<file path="config.mk">
export PLATFORM = sky130hd
export DESIGN_NAME = seq_divider
export DESIGN_NICKNAME = d
export VERILOG_FILES = /design/src/rtl/seq_divider_pkg.sv /design/src/rtl/seq_divider_datapath.sv /design/src/rtl/seq_divider.sv
export SDC_FILE = /design/constraint.sdc
export NUM_CORES = 1
export LEC_CHECK = 0
export BUFFER_PORTS_ARGS = -buffer_cell sky130_fd_sc_hd__buf_2
export CAP_MARGIN = 20
export CELL_PAD_IN_SITES_DETAIL_PLACEMENT = 1
export CELL_PAD_IN_SITES_GLOBAL_PLACEMENT = 1
export CORE_MARGIN = 2
export CORE_UTILIZATION = 45
export CTS_CLUSTER_DIAMETER = 100
export DETAILED_ROUTE_END_ITERATION = 16
export PLACE_DENSITY_LB_ADDON = 0.1
export SLEW_MARGIN = 20
export SYNTH_ARGS = -nofsm -noshare
export SYNTH_HDL_FRONTEND = slang
export SYNTH_HIERARCHICAL = 1
export SYNTH_SLANG_ARGS = --single-unit
</file>
<file path="constraint.sdc">
create_clock -name Clock -period 4.2 [get_ports Clock]
set_input_delay 0 -clock Clock [delete_from_list [all_inputs] [get_ports Clock]]
set_output_delay 0 -clock Clock [all_outputs]
set_load 0.01 [all_outputs]
</file>
<file path="src/rtl/seq_divider_pkg.sv">
// Shared definitions for the sequential restoring divider.
//   state_t       : control FSM state encoding (S_IDLE, S_CALC, S_DONE)
//   DEFAULT_WIDTH : default operand/result width in bits
package seq_divider_pkg;

  localparam int DEFAULT_WIDTH = 8;

  typedef enum logic [1:0] {
    S_IDLE = 2'd0,
    S_CALC = 2'd1,
    S_DONE = 2'd2
  } state_t;

endpackage

</file>
<file path="src/rtl/seq_divider_datapath.sv">
// Datapath of the sequential divider: operand registers, one restoring
// division step per cycle, and the result registers.
// Optional feature macro: SEQ_DIVIDER_SIGNED_EN (two's complement operands).
// Ports:
//   clk, rst             : clock, synchronous active-high reset
//   load                 : accepted start; latch operands, clear partial remainder
//   step                 : perform one restoring step this cycle
//   last                 : final step; load quotient/remainder from the step result
//   dividend, divisor    : operands, sampled on load
//   quotient, remainder  : registered result
//   dsr_zero             : latched divisor (magnitude) is zero
module seq_divider_datapath
  import seq_divider_pkg::*;
#(
  parameter int WIDTH = DEFAULT_WIDTH
) (
  input  logic             clk,
  input  logic             rst,
  input  logic             load,
  input  logic             step,
  input  logic             last,
  input  logic [WIDTH-1:0] dividend,
  input  logic [WIDTH-1:0] divisor,
  output logic [WIDTH-1:0] quotient,
  output logic [WIDTH-1:0] remainder,
  output logic             dsr_zero
);

  // The partial remainder is always smaller than the divisor, so WIDTH bits
  // hold it; the extra bit only exists in the shifted/trial values below.
  logic [WIDTH-1:0] rem;
  logic [WIDTH-1:0] dvd;
  logic [WIDTH-1:0] dsr;
  logic [WIDTH:0]   shifted;
  logic [WIDTH:0]   trial;
  logic [WIDTH-1:0] rem_n;
  logic [WIDTH-1:0] dvd_n;
  logic             qbit;

`ifdef SEQ_DIVIDER_SIGNED_EN
  logic neg_q;
  logic neg_r;

  // |v|; the most negative value maps onto itself, which read as unsigned is
  // its correct magnitude.
  function automatic logic [WIDTH-1:0] magnitude(input logic [WIDTH-1:0] v);
    return v[WIDTH-1] ? -v : v;
  endfunction

  function automatic logic [WIDTH-1:0] apply_sign(input logic [WIDTH-1:0] v,
                                                  input logic neg);
    return neg ? -v : v;
  endfunction
`endif

  // The dividend register doubles as the quotient shift register: each step
  // shifts its MSB into the remainder and its LSB receives the quotient bit.
  always_comb begin
    shifted = {rem, dvd[WIDTH-1]};
    trial   = shifted - {1'b0, dsr};
    qbit    = ~trial[WIDTH];
    rem_n   = qbit ? trial[WIDTH-1:0] : shifted[WIDTH-1:0];
    dvd_n   = {dvd[WIDTH-2:0], qbit};
  end

  assign dsr_zero = (dsr == '0);

  always_ff @(posedge clk) begin
    if (rst) begin
      rem       <= '0;
      dvd       <= '0;
      dsr       <= '0;
      quotient  <= '0;
      remainder <= '0;
`ifdef SEQ_DIVIDER_SIGNED_EN
      neg_q     <= 1'b0;
      neg_r     <= 1'b0;
`endif
    end else if (load) begin
      rem <= '0;
`ifdef SEQ_DIVIDER_SIGNED_EN
      dvd   <= magnitude(dividend);
      dsr   <= magnitude(divisor);
      neg_q <= dividend[WIDTH-1] ^ divisor[WIDTH-1];
      neg_r <= dividend[WIDTH-1];
`else
      dvd <= dividend;
      dsr <= divisor;
`endif
    end else if (step) begin
      rem <= rem_n;
      dvd <= dvd_n;
      if (last) begin
`ifdef SEQ_DIVIDER_SIGNED_EN
        quotient  <= apply_sign(dvd_n, neg_q);
        remainder <= apply_sign(rem_n, neg_r);
`else
        quotient  <= dvd_n;
        remainder <= rem_n;
`endif
      end
    end
  end

endmodule

</file>
<file path="src/rtl/seq_divider.sv">
// Sequential restoring divider, one quotient bit per clock.
// Control (FSM, iteration counter, Go edge detect) lives here; arithmetic
// lives in seq_divider_datapath.
// Optional feature macro: SEQ_DIVIDER_SIGNED_EN (two's complement operands).
// Ports:
//   Clock, Reset         : clock, synchronous active-high reset
//   Go                   : start request, rising edge starts a divide
//   Dividend, Divisor    : operands, sampled on the accepted start edge
//   Quotient, Remainder  : registered result
//   Busy                 : high for the WIDTH iteration cycles
//   ResultValid          : Quotient/Remainder hold a completed result
//   DivByZero            : with ResultValid, the latched Divisor was zero
module seq_divider
  import seq_divider_pkg::*;
#(
  parameter int WIDTH = DEFAULT_WIDTH,
  parameter int CNT_W = $clog2(WIDTH + 1)
) (
  input  logic             Clock,
  input  logic             Reset,
  input  logic             Go,
  input  logic [WIDTH-1:0] Dividend,
  input  logic [WIDTH-1:0] Divisor,
  output logic [WIDTH-1:0] Quotient,
  output logic [WIDTH-1:0] Remainder,
  output logic             Busy,
  output logic             ResultValid,
  output logic             DivByZero
);

  state_t           state;
  logic             go_q;
  logic [CNT_W-1:0] cnt;
  logic             start;
  logic             load;
  logic             step;
  logic             last;
  logic             dsr_zero;

  // A held Go starts only one divide; Go_q clears on reset, so Go held
  // through reset starts on the first cycle after release.
  assign start = Go && !go_q;
  assign load  = start && (state != S_CALC);
  assign step  = (state == S_CALC);
  assign last  = step && (cnt == CNT_W'(WIDTH - 1));

  always_ff @(posedge Clock) begin
    if (Reset) begin
      state       <= S_IDLE;
      go_q        <= 1'b0;
      cnt         <= '0;
      Busy        <= 1'b0;
      ResultValid <= 1'b0;
      DivByZero   <= 1'b0;
    end else begin
      go_q <= Go;
      case (state)
        S_IDLE, S_DONE: begin
          if (start) begin
            state       <= S_CALC;
            cnt         <= '0;
            Busy        <= 1'b1;
            ResultValid <= 1'b0;
            DivByZero   <= 1'b0;
          end
        end
        S_CALC: begin
          cnt <= cnt + CNT_W'(1);
          if (last) begin
            state       <= S_DONE;
            Busy        <= 1'b0;
            ResultValid <= 1'b1;
            DivByZero   <= dsr_zero;
          end
        end
        default: state <= S_IDLE;
      endcase
    end
  end

  seq_divider_datapath #(
    .WIDTH(WIDTH)
  ) u_datapath (
    .clk      (Clock),
    .rst      (Reset),
    .load     (load),
    .step     (step),
    .last     (last),
    .dividend (Dividend),
    .divisor  (Divisor),
    .quotient (Quotient),
    .remainder(Remainder),
    .dsr_zero (dsr_zero)
  );

endmodule

</file>
-- After elaboration in Yosys (flattened, before gate mapping)
Index checks and enable logic that the tools add are counted.
- eq/ne operators: 6
- bitwise logic cells: 2
- add/subtract/negate cells: 2
- muxes and demuxes: 16
- reduce and logical (&&, ||, !) cells: 14
- operators by type and width (operator ; number):
    8-bit 2-to-1 mux ; 3
    9-bit by 8-bit subtractor with 9-bit output ; 1
    8-bit zero test ; 1
    4-bit one-hot mux with 2 select lines ; 1
    1-bit one-hot mux with 2 select lines ; 3
    3-bit AND reduction ; 2
    1-bit 2-to-1 mux ; 5
    4-bit by 1-bit adder with 4-bit output (second input constant) ; 1
    4-bit by 3-bit equality test with 1-bit output (second input constant) ; 1
    2-bit 2-to-1 mux ; 2
    4-bit 2-to-1 mux ; 1
    2-bit by 1-bit != test with 1-bit output (second input constant) ; 2
    2-bit one-hot mux with 2 select lines ; 1
    2-bit AND reduction ; 2
    2-bit nonzero test ; 2
    2-bit OR reduction ; 2
    1-bit logical AND ; 3
    2-bit by 1-bit equality test with 1-bit output (second input constant) ; 1
    2-bit equality test (second input constant) ; 1
    2-bit zero test ; 1
    2-bit != test (second input constant) ; 1
    1-bit inverter ; 2
    1-bit zero test ; 1
- output and inout bits: 19
- word-level logic and storage cells: 51
- input bits: 19
- bits in registers: 50

-- Longest topological paths before layout
- depth after elaboration: 5
- depth in mapped cells: 10
- mapped depth without buffers: 8

-- By module
Netlist, hierarchy kept.
- by module, submodules not included (module ; seq. area each (um2) ; area an instance (um2) ; cells an instance ; instances):
    seq_divider_datapath ; 800.8 ; 2109.5 ; 252 ; 1
    seq_divider ; 200.2 ; 444.2 ; 49 ; 1

-- Worst setup path after synthesis
OpenSTA, ideal clock, no wires.
- kind: register to register
- start point: reg u_datapath.dvd[7]
- end point: reg u_datapath.rem[6]
- arrival: 2358 ps
- setup slack: 1751 ps
- cell stages (with the launch flop): 9
- required time: 4109 ps
- library setup time: 91 ps
- cell sequence: dfxtp_1 -> inv_1 -> ha_1 -> fa_1 -> nand2b_2 -> a211oi_4 -> o21ai_2 -> or4b_4 -> a311oi_1
- word-level cells in the longest chain between the ends: 2
- RTL lines (item ; RTL line ; RTL):
    start, declared ; seq_divider_datapath.sv:32 ; logic [WIDTH-1:0] dvd;
    start signal, assigned ; seq_divider_datapath.sv:87 ; dvd <= dividend;
    start signal, assigned ; seq_divider_datapath.sv:92 ; dvd <= dvd_n;
    9-bit by 8-bit subtractor with 9-bit output ; seq_divider_datapath.sv:60 ; trial = shifted - {1'b0, dsr};
    8-bit 2-to-1 mux ; seq_divider_datapath.sv:62 ; rem_n = qbit ? trial[WIDTH-1:0] : shifted[WIDTH-1:0];
    end signal, assigned ; seq_divider_datapath.sv:91 ; rem <= rem_n;
    end, declared ; seq_divider_datapath.sv:31 ; logic [WIDTH-1:0] rem;
Every way passes these cells.
A chain may end at the register's enable or synchronous reset.

-- Final worst setup path
- start point: reg u_datapath.dvd[7]
- end point: reg u_datapath.remainder[6]
- word-level cells in the longest chain between the ends: 2
- RTL lines (item ; RTL line ; RTL):
    9-bit by 8-bit subtractor with 9-bit output ; seq_divider_datapath.sv:60 ;
    8-bit 2-to-1 mux ; seq_divider_datapath.sv:62 ;
    end signal, assigned ; seq_divider_datapath.sv:99 ; remainder <= rem_n;
    end, declared ; seq_divider_datapath.sv:25 ; output logic [WIDTH-1:0] remainder,
Every way passes these cells.

==> results.sh <==
export IMPL_outcome="finished clean"
export IMPL_drtIter0Drc=82
export IMPL_htree_levels=2
export IMPL_r2r_start="u_datapath/dvd[7]"
export IMPL_n_antenna_cell=0
export IMPL_met3_usage_pct=3.75
export IMPL_place_congestion=0.820
export IMPL_synth_edf_count=0
export IMPL_synth_seq_area_share_pct=39.2
export IMPL_hold_buffers=17
export IMPL_maxSlewHeadroom_pct=43.2
export IMPL_num_rows=27
export IMPL_grt_max_degree=50
export IMPL_num_vias=2318
export IMPL_hold_path_depth=2
export IMPL_crit_fanout=9
export IMPL_finalHoldViolCount=0
export IMPL_grt_pass1_vias=2233
export IMPL_avgSynthCellArea_um2=8.48
export IMPL_busiest_layer="met2"
export IMPL_place_area_um2=2760
export IMPL_reg2reg_slack_ns=1.42
export IMPL_die_h_um=79.3
export IMPL_cts_resized=0
export IMPL_worst_slew_pin_slew_ns=0.851
export IMPL_synth_seq_cells=50
export IMPL_final_util_pct=55.0
export IMPL_ys_types=57
export IMPL_dieArea_um2=6290
export IMPL_path_clk_slew_ns=0.10
export IMPL_cts_tree="done"
export IMPL_io_buffers=37
export IMPL_worstSkewPairLatency_ns=0.30
export IMPL_cp_required_ns=4.41
export IMPL_core_area_um2=5510
export IMPL_grt_use_total_pct=21.8
export IMPL_clockBufferDepth=2
export IMPL_cts_sinks=50
export IMPL_cap_violations=0
export IMPL_period_share_pct=66.2
export IMPL_drive_gt1_share_pct=17.7
export IMPL_routedWlPerCell_um=15.8
export IMPL_min_to="u_datapath/dvd[1]"
export IMPL_rsz0062_at_grt="false"
export IMPL_gr_total_overflow=0
export IMPL_cp_end_kind="flip-flop"
export IMPL_dpl_hpwl_mm=4.49
export IMPL_powerDensity_nw_per_um2=356
export IMPL_timing_worst_setup_path_type="flip-flop to flip-flop"
export IMPL_synth_area_um2=2550
export IMPL_antenna_found_initial=0
export IMPL_rr_worst_depth=8
export IMPL_ant_nets=0
export IMPL_cp_startpoint="u_datapath/dvd[7]"
export IMPL_p_leak_nw=1.24
export IMPL_area_delta_synth_final_pct=18.6
export IMPL_numCtsBuffers=5
export IMPL_post_cts_setup_buffers=0
export IMPL_fillCellCount=667
export IMPL_synth_flop_cell="dfxtp_1"
export IMPL_detail_route_wirelength_mm=6.59
export IMPL_grt_util_met1_pct=29.5
export IMPL_grt_pass1_wl_mm=10.9
export IMPL_async_reset_ff_share_pct=0
export IMPL_arrival_ns=2.99
export IMPL_clock_fmax_ghz=0.359
export IMPL_grtUsageMet2_pct=35.8
export IMPL_hold_class="input pin to flip-flop"
export IMPL_holdWs_ns=0.288
export IMPL_cp_start_kind="flip-flop"
export IMPL_period_needed_ns=2.78
export IMPL_pin_count=38
export IMPL_worst_ir_drop_vdd_v=0.000174
export IMPL_root_buffer="clkbuf_8"
export IMPL_drc=0
export IMPL_design_area_um2=3030
export IMPL_first_pass_iters=4
export IMPL_power_mw=1.08
export IMPL_syn_inst=301
export IMPL_die_w_um=79.3
export IMPL_setup_viol=0
export IMPL_fin_setup_tns_ns=0
export IMPL_hold_start="Reset"
export IMPL_fin_skew_ns=0.00822
export IMPL_via_per_inst=5.56
export IMPL_syn_num_nets=330
export IMPL_drv_slew=0
export IMPL_r2r_end="u_datapath/remainder[6]"
export IMPL_start_util_pct=46.4
export IMPL_nets=373
export IMPL_ys_warn_count=6
==> cells in the final DEF, fill, tap and decap left out, drive strengths merged, types with 2 or more instances in the layout <==
cell	n
a211oi	3
a31oi	7
nor2	33
mux2i	15
o211ai	2
nor2b	4
nor3	6
buf	38
or3	2
dfxtp	50
dlygate4sd3	17
nand3b	5
or2	3
o21bai	3
o21ai	11
a21oi	25
clkbuf	7
a2111o	2
nand3	18
nand2b	5
a21o	2
ha	9
o21a	4
nand2	23
or4	2
and3b	2
o311ai	3
nand4	3
inv	16
o2111ai	3
a311oi	7
==> per-stage QoR <==
stage,worst slack (ns),cells
2_1_floorplan,1.75,301
3_3_place_gp,1.48,392
3_5_place_dp,1.38,392
4_1_cts,1.33,417
5_1_grt,1.22,417
6_report,1.42,417
==> power by group <==
group / total [mW] / internal, mW / switching (mW)
sequential: 0.509 / 0.493 / 0.0160
clock: 0.300 / 0.137 / 0.164
combinational: 0.268 / 0.107 / 0.161
total: 1.08 / 0.737 / 0.341
==> per-layer routing <==
layer  share of wire (%)  wire (µm)
met1                  49       3200
met2                  47       3120
met3                 3.1        205
met4                 1.0         67
met5                   0          0
==> registers in the layout, summed over array words and instances (netlist names) <==
signal	flops
u_datapath/dsr	8
u_datapath/dvd	8
u_datapath/quotient	8
u_datapath/rem	8
u_datapath/remainder	8
cnt	4
state	2
Busy	1
DivByZero	1
ResultValid	1
go_q	1
==> kinds of logic (layout without fill, tap and decap cells) <==
family	after synthesis	count (layout)	share of synthesized area (%)
DFF	50	50	39.2
and+or+nand+nor	112	112	22.7
adders and majority gates	10	10	5.19
muxes	15	15	5.88
buffers and inverters	34	78	5.44
xor gates and xnor gates	2	2	0.686
AOI/OAI and AO/OA	78	78	20.9
==> cell usage after synthesis, types with 4 or more instances <==
library cell  number  area (µm²)
a21oi_1           25         125
a311oi_1           7        61.3
a31oi_1            7        43.8
clkbuf_1          12        45.0
dfxtp_1           50        1000
ha_1               9         113
inv_1             14        52.6
mux2i_1           15         150
nand2_1           23        86.3
nand2b_1           4        25.0
nand3_1           18        90.1
nand3b_1           5        37.5
nor2_1            32         120
nor3_1             5        25.0
o21ai_0           10        50.1
==> worst max path at each step <==
stage	endpoint	slack [ns]	depth (start not counted)
after floorplan	u_datapath/rem[6]	1.75	8
after global placement	u_datapath/remainder[0]	1.48	8
after detailed placement	u_datapath/remainder[0]	1.38	8
after CTS	u_datapath/remainder[0]	1.33	8
after global routing	u_datapath/remainder[5]	1.22	7
final	u_datapath/remainder[6]	1.42	8
==> worst max-delay path, stage by stage (launching register included) <==
cell	delay, ns
dfxtp_1	0.37
inv_1	0.08
ha_1	0.23
fa_1	0.40
nand2b_2	0.24
a211oi_4	0.34
o21ai_2	0.20
or4b_4	0.56
a311oi_1	0.27
==> layout make-up <==
type,instances,area (µm²),share of cell area (%)
multi-input combinational,217,1420,47.0
inverter,15,56.3,1.86
clock buffer,7,86.3,2.85
clock inverter,1,8.76,0.289
sequential,50,1000,33.1
timing repair buffer,55,363,12.0
tap,72,90.1,2.98
(Power assumes the default switching activity.)
